==> src/rtl/mem_bus_arbiter.sv <==
// mem_bus_arbiter: round-robin Wishbone-classic arbiter sharing one memory slave between fetch and data masters,
// with per-transfer ack timeout reporting.
module mem_bus_arbiter #(
  parameter int ADDR_W  = 16,
  parameter int DATA_W  = 32,
  parameter int TIMEOUT = 15
) (
  input  logic              clk,
  input  logic              rst_n,
  input  logic              i_cyc_i,
  input  logic              i_stb_i,
  input  logic [ADDR_W-1:0] i_adr_i,
  output logic [DATA_W-1:0] i_dat_o,
  output logic              i_ack_o,
  output logic              i_err_o,
  input  logic              d_cyc_i,
  input  logic              d_stb_i,
  input  logic              d_we_i,
  input  logic [ADDR_W-1:0] d_adr_i,
  input  logic [DATA_W-1:0] d_dat_i,
  output logic [DATA_W-1:0] d_dat_o,
  output logic              d_ack_o,
  output logic              d_err_o,
  output logic              m_cyc_o,
  output logic              m_stb_o,
  output logic              m_we_o,
  output logic [ADDR_W-1:0] m_adr_o,
  output logic [DATA_W-1:0] m_dat_o,
  input  logic [DATA_W-1:0] m_dat_i,
  input  logic              m_ack_i,
  output logic [1:0]        gnt_o
);
  localparam int CW = $clog2(TIMEOUT + 1);
  // State encoding doubles as the grant vector.
  typedef enum logic [1:0] {IDLE = 2'b00, GNT_I = 2'b01, GNT_D = 2'b10} state_t;
  state_t state_q, state_d;
  logic last_q, last_d;
  logic [CW-1:0] cnt_q, cnt_d;
  logic own_cyc, own_stb, act, ack, tmo;
  always_comb begin
    own_cyc = state_q == GNT_I ? i_cyc_i : state_q == GNT_D ? d_cyc_i : 1'b0;
    own_stb = state_q == GNT_I ? i_stb_i : state_q == GNT_D ? d_stb_i : 1'b0;
    act     = own_cyc & own_stb;
    ack     = act & m_ack_i;
    tmo     = act & ~m_ack_i & (cnt_q == CW'(TIMEOUT - 1));
  end
  always_ff @(posedge clk or negedge rst_n) begin
    if (!rst_n) begin
      state_q <= IDLE;
      last_q  <= 1'b0;
      cnt_q   <= '0;
    end else begin
      state_q <= state_d;
      last_q  <= last_d;
      cnt_q   <= cnt_d;
    end
  end
  // last_q: 0 = instruction master owned last, 1 = data master.
  always_comb begin
    state_d = state_q;
    last_d  = last_q;
    if (state_q == IDLE) begin
      if (i_cyc_i & d_cyc_i) state_d = last_q ? GNT_I : GNT_D;
      else if (i_cyc_i)      state_d = GNT_I;
      else if (d_cyc_i)      state_d = GNT_D;
      if (state_d != IDLE) last_d = state_d == GNT_D;
    end else if (~own_cyc | tmo) begin
      state_d = IDLE;
    end
    cnt_d = (state_d != state_q || !act || m_ack_i) ? '0 :
            (cnt_q == CW'(TIMEOUT)) ? cnt_q : cnt_q + 1'b1;
  end
  always_comb begin
    gnt_o   = state_q;
    m_cyc_o = own_cyc;
    m_stb_o = act & ~tmo;
    m_we_o  = state_q == GNT_D & d_we_i;
    m_adr_o = state_q == GNT_I ? i_adr_i : state_q == GNT_D ? d_adr_i : '0;
    m_dat_o = state_q == GNT_D ? d_dat_i : '0;
    i_ack_o = ack & (state_q == GNT_I);
    d_ack_o = ack & (state_q == GNT_D);
    i_err_o = tmo & (state_q == GNT_I);
    d_err_o = tmo & (state_q == GNT_D);
    i_dat_o = m_dat_i;
    d_dat_o = m_dat_i;
  end
endmodule
==> config.mk <==
export PLATFORM = sky130hd
export DESIGN_NAME = mem_bus_arbiter
export DESIGN_NICKNAME = d
export VERILOG_FILES = /design/src/rtl/mem_bus_arbiter.sv
export SDC_FILE = /design/constraint.sdc
export NUM_CORES = 1
export LEC_CHECK = 0
export CAP_MARGIN = 10
export CORE_AREA = 2 2 86 88
export CTS_BUF_LIST = sky130_fd_sc_hd__clkbuf_16
export CTS_CLUSTER_DIAMETER = 50
export CTS_CLUSTER_SIZE = 24
export DETAILED_ROUTE_END_ITERATION = 8
export DIE_AREA = 0 0 88 90
export GPL_TIMING_DRIVEN = 0
export PLACE_DENSITY = 0.78
export SYNTH_ARGS = -nofsm -noshare
export SYNTH_HDL_FRONTEND = slang
export SYNTH_SLANG_ARGS = --single-unit
==> constraint.sdc <==
create_clock -name clk -period 1.7 [get_ports clk]
set_clock_uncertainty 0.1 [all_clocks]
set_input_delay 0.34 -clock clk [delete_from_list [all_inputs] [get_ports clk]]
set_output_delay 0.34 -clock clk [all_outputs]
set_load 0.01 [all_outputs]
**Word-level counts from Yosys, hierarchy flattened**

Cells that the tools add are included.

- Equal/unequal tests: 7
- Bitwise logic cells: 15
- $add $sub $neg: 1
- Mux-type cells: 16
- Reductions and logical operators: 6

Operators with widths:

| kind | count |
|---|---|
| $mux 16 | 2 |
| $mux 32 | 1 |
| $mux 2 | 7 |
| $and 1x1->1 | 11 |
| $eq 4x4->1 const B | 2 |
| $mux 4 | 2 |
| $add 4x1->4 const B | 1 |
| $eq 2x2->1 const B | 2 |
| $mux 1 | 4 |
| $not 1->1 | 3 |
| $eq 2x1->1 const B | 1 |
| $logic_not 2->1 | 1 |
| $logic_or 1x1->1 | 2 |
| $ne 2x2->1 | 1 |
| $ne 2x2->1 const B | 1 |
| $reduce_and 2->1 | 1 |
| $reduce_bool 2->1 | 1 |
| $logic_not 1->1 | 1 |
| $or 1x1->1 | 1 |

- Register bits after elaboration: 7
- Input bits: 104

**Logic depth before layout (Yosys ltp)**

- Depth in word-level cells: 13
- Mapped depth: 5

**Worst setup path after synthesis**

Ideal clock, no wire load.

- Kind: reg-to-output
- From: register state_q[0], in the netlist gnt_o[0]
- To: output d_ack_o
- Path buffers: 1
- Cell stages (with the launch flop): 5
- Required time: 1.260 ns
- Arrival time: 1.219 ns
- Setup slack: 0.041 ns
- Cell sequence: dfrtp_1 > buf_4 > and4b_1 > or2_1 > and3_1

- Cells in the longest elaborated chain, start to end: 6
- Elaborated cells on any way between the ends: 9

Ends and longest elaborated chain:

| what | RTL line | source |
|---|---|---|
| start: declaration | 36 | `state_t state_q, state_d;` |
| start signal: assignment | 53 | `state_q <= state_d;` |
| $eq 2x2->1 | 41, 42, 81 |  |
| $mux 1 (on tied branches) (2 in a row) | 41, 42 |  |
| $and 1x1->1 | 43 | `act = own_cyc & own_stb;` |
| $and 1x1->1 | 44 | `ack = act & m_ack_i;` |
| $and 1x1->1 * | 81 | `d_ack_o = ack & (state_q == GNT_D);` |
| end: declaration | 22 | `output logic d_ack_o,` |

Every way passes the cells marked *; elsewhere a longest branch is shown, timed or not.

**Final worst setup path**

- From: register state_q[1], in the netlist gnt_o[1]
- To: output m_adr_o[0]

- Cells in the longest elaborated chain, start to end: 3
- Elaborated cells on any way between the ends: 4

Ends and longest elaborated chain:

| what | RTL line | source |
|---|---|---|
| $eq 2x2->1 | 78 | `m_adr_o = state_q == GNT_I ? i_adr_i : state_q == GNT_D ? d_adr_i : '0;` |
| $mux 16 | 78 |  |
| $mux 16 * | 78 |  |
| end: declaration | 27 | `output logic [ADDR_W-1:0] m_adr_o,` |

Marked as above.

==> metrics.yaml <==
setup_path:
  cp.arrival_ns: 1.54
  cp_slowest_cell: "dfrtp_1"
  cp-end-kind: "output pin"
  crit_cells: 6
  cp_top_family: "buffers and inverters"
  worstRegToRegCells: 5
  cpMostUsedCell: "buf_6"
  r2r-start: "gnt_o[1]$_DFF_PN0_"
  crit_path_start_kind: "flop"
  cp_max_fo: 7
  crit_chain: "buf_6, and2b_4, buf_6, buf_4, a22o_1, buf_2"
  critPathMaxStageDelay_ns: 0.38
  path_class: "flop to output pin"
  crit_start: "gnt_o[1]$_DFF_PN0_"
  crit_required_ns: 1.26
  critPathBufInv: 4
worst_hold_path:
  worstHoldPathType: "input pin to flop"
  hold_path_startpoint: "i_stb_i"
  min_path_cells: 2
floorplan:
  fp.dieH_um: 90
  start_util_pct: 19.0
  placementRows: 31
  die_area_um2: 7920
  die_w_um: 88
  core_area_um2: 7020
  pin_count: 225
cells_and_area:
  final_nets: 491
  regArea_um2: 175
  final-instance-count-excl-fill: 483
  diodes: 0
  fillers: 604
  final_area_um2: 3750
  multi_input_area_um2: 756
  drive_gt1_share_pct: 48.4
  syn_to_final_growth_pct: 181
cts:
  cts_tree: "yes"
  numCtsBuffers: 3
  clk_pin_slew_ns: 0.04
  cts_buffer_depth: 2
  clk-insertion-delay-late_ns: 0.23
  htreeDepth: 1
  cts-hold-fix-buffers: 0
  cts_root_buf: "clkbuf_16"
  cts.sink_count: 7
grt:
  grt_pass1_vias: 2066
  grtUsageTotal_pct: 14.9
  grt_pass1_wl_um: 9510
  grt_overflow: 0
  grt_max_degree: 11
  grt_antenna_before_repair: 0
timing:
  fmaxAchievable_ghz: 0.506
  rsz0062_at_grt: "yes"
  slew_violations: 0
  setup_slack_ns: -0.278
  setup_viol: 55
  layout_min_cycle_time_ns: 1.98
  relSlewSlack_pct: 78.1
  hold_viol: 0
  tightest_slew_ns: 0.327
  fin_hold_ws_ns: 0.244
  fin_crit_sh_pct: 116
pwr:
  power.net_switching_w: 0.000642
  p_total_w: 0.00208
  power_density_nw_per_um2: 555
  pwr-share-seq_pct: 10.1
  pwr-share-comb_pct: 71.2
  power.internal_w: 0.00144
  switching_share_pct: 30.9
  ir_worst_vdd_mv: 0.267
  p_clk_share_pct: 18.8
  power.leakage_nw: 1.80
synthesis:
  synth_cell_types: 26
  yosysWarnings: 0
  syn_nets: 279
  synth_seq_area_share_pct: 13.1
  ys_ff_latch: 7
  synthCells: 173
  mappedNetlistArea_um2: 1340
  avgSynthCellArea_um2: 7.72
place:
  io_buffers: 192
  gp_congestion: 0.778
  placed_cells: 464
  place_area_um2: 3380
  dp_hpwl_um: 5230
  pre_cts_ws_ns: -0.743
flow_run:
  drv_cap: 0
route:
  vias: 1939
  antenna_left: 0
  dr.first_iter.drc_count: 24
  drt_wl_total_um: 6490
  route.detailed.drc: 0
  via_per_inst: 4.01
  wl_per_cell_um: 13.4
  drtPass1Iterations: 4
run_status:
  status: "finished, violations left"
  violations: "setup timing"
## final timing paths
check / end / slack, ns
min reg2reg: last_q$_DFFE_PN0P_ / 0.41
max in group asynchronous: last_q$_DFFE_PN0P_ / 0.98
min: gnt_o[0]$_DFF_PN0_ / 0.24
max reg2reg: cnt_q[3]$_DFFE_PN0P_ / 0.18
max: m_adr_o[0] / -0.28
min in group asynchronous: cnt_q[0]$_DFFE_PN0P_ / 0.28
## Yosys cell counts, drive strengths merged
| library cell | count | area, um^2 |
|---|---|---|
| a21o | 1 | 7.51 |
| a21oi | 3 | 15.0 |
| a22o | 16 | 140 |
| a31oi | 4 | 25.0 |
| and2 | 34 | 213 |
| and2b | 1 | 7.51 |
| and3 | 4 | 25.0 |
| and4b | 2 | 20.0 |
| buf | 70 | 516 |
| clkbuf | 3 | 11.3 |
| dfrtp | 7 | 175 |
| ha | 2 | 25.0 |
| inv | 3 | 11.3 |
| nand2 | 3 | 11.3 |
| nand2b | 1 | 6.26 |
| nand3 | 3 | 15.0 |
| nor2 | 3 | 11.3 |
| nor2b | 4 | 25.0 |
| nor3b | 2 | 20.0 |
| o211a | 2 | 20.0 |
| o21ai | 2 | 10.0 |
| o221a | 1 | 11.3 |
| or2 | 1 | 6.26 |
| xnor2 | 1 | 8.76 |
## kinds of logic after synthesis
logic type	share of synthesized area (%)
and+or+nand+nor	27.0
AOI/OAI and AO/OA	17.1
adders and majority gates	1.87
xor gates and xnor gates	0.656
DFF	13.1
buffers and inverters	40.3
## per-layer routing
metal | wire [um] | vias up | global-route usage [%]
li1 | - | 936 | -
met1 | 2220 | 866 | 14.8
met2 | 3620 | 131 | 30.4
met3 | 588 | 6 | 3.40
met4 | 60 | 0 | 2.31
met5 | 0 | - | 0
## worst reg2reg max path: stages, from the launching register on
cell and delay [ns]:
dfrtp_1 0.38, buf_6 0.14, and4b_1 0.18, buf_4 0.13, o221a_2 0.29, nor3b_2 0.16
## state kept, by name, summed over array words and instances, names as in the netlist
| signal | flops |
|---|---|
| gnt_o | 2 |
| last_q | 1 |
| cnt_q | 4 |
## through the flow
stage	setup TNS (ns)	util [%]
after CTS	-13.39	50.5
final	-12.29	53.4
after floorplan	0	-
after global placement	-32.46	48.2
after detailed placement	-33.18	48.2
after global routing	-15.81	53.4
## cell usage in the layout (no fill, tap or decap), drive strengths merged, types with 2 or more instances in the layout
cell | synthesis | layout
a22o | 16 | 16
and4b | 2 | 2
inv | 3 | 4
ha | 2 | 2
dlygate4sd2 | 0 | 3
nand3 | 3 | 3
a21oi | 3 | 3
nand2 | 3 | 3
nor2 | 3 | 3
nor3b | 2 | 2
clkbuf | 3 | 6
buf | 70 | 140
nor2b | 4 | 4
and3 | 4 | 4
o211a | 2 | 2
o21ai | 2 | 2
dfrtp | 7 | 7
clkdlybuf4s50 | 0 | 133
and2 | 34 | 34
a31oi | 4 | 4
## repair_timing
item,4_1_cts,5_1_grt
pin swaps,41,12
cloned,3,0
endpoints found under the setup margin,55,55
buffers inserted,10,3
resized for setup,292,44
## area by class of cell
| cell class | count | share of cell area [%] |
|---|---|---|
| Timing Repair Buffer | 208 | 53.9 |
| Multi-Input combinational cell | 90 | 20.2 |
| Buffer | 72 | 15.6 |
| Sequential cell | 7 | 4.67 |
| Tap cell | 99 | 3.30 |
| Clock buffer | 3 | 2.00 |
| Inverter | 3 | 0.300 |
| Clock inverter | 1 | 0.100 |
## power by group through the flow
stage / combinational (W) / clock (W) / sequential, W
final: 0.00148 / 0.000390 / 0.000210
after global routing: 0.00157 / 0.000413 / 0.000214
after CTS: 0.00138 / 0.000398 / 0.000209
after detailed placement: 0.00127 / 0 / 0.000210
after global placement: 0.00125 / 0 / 0.000207
after floorplan: 0.000531 / 0 / 0.000211
(Power assumes the default switching activity.)
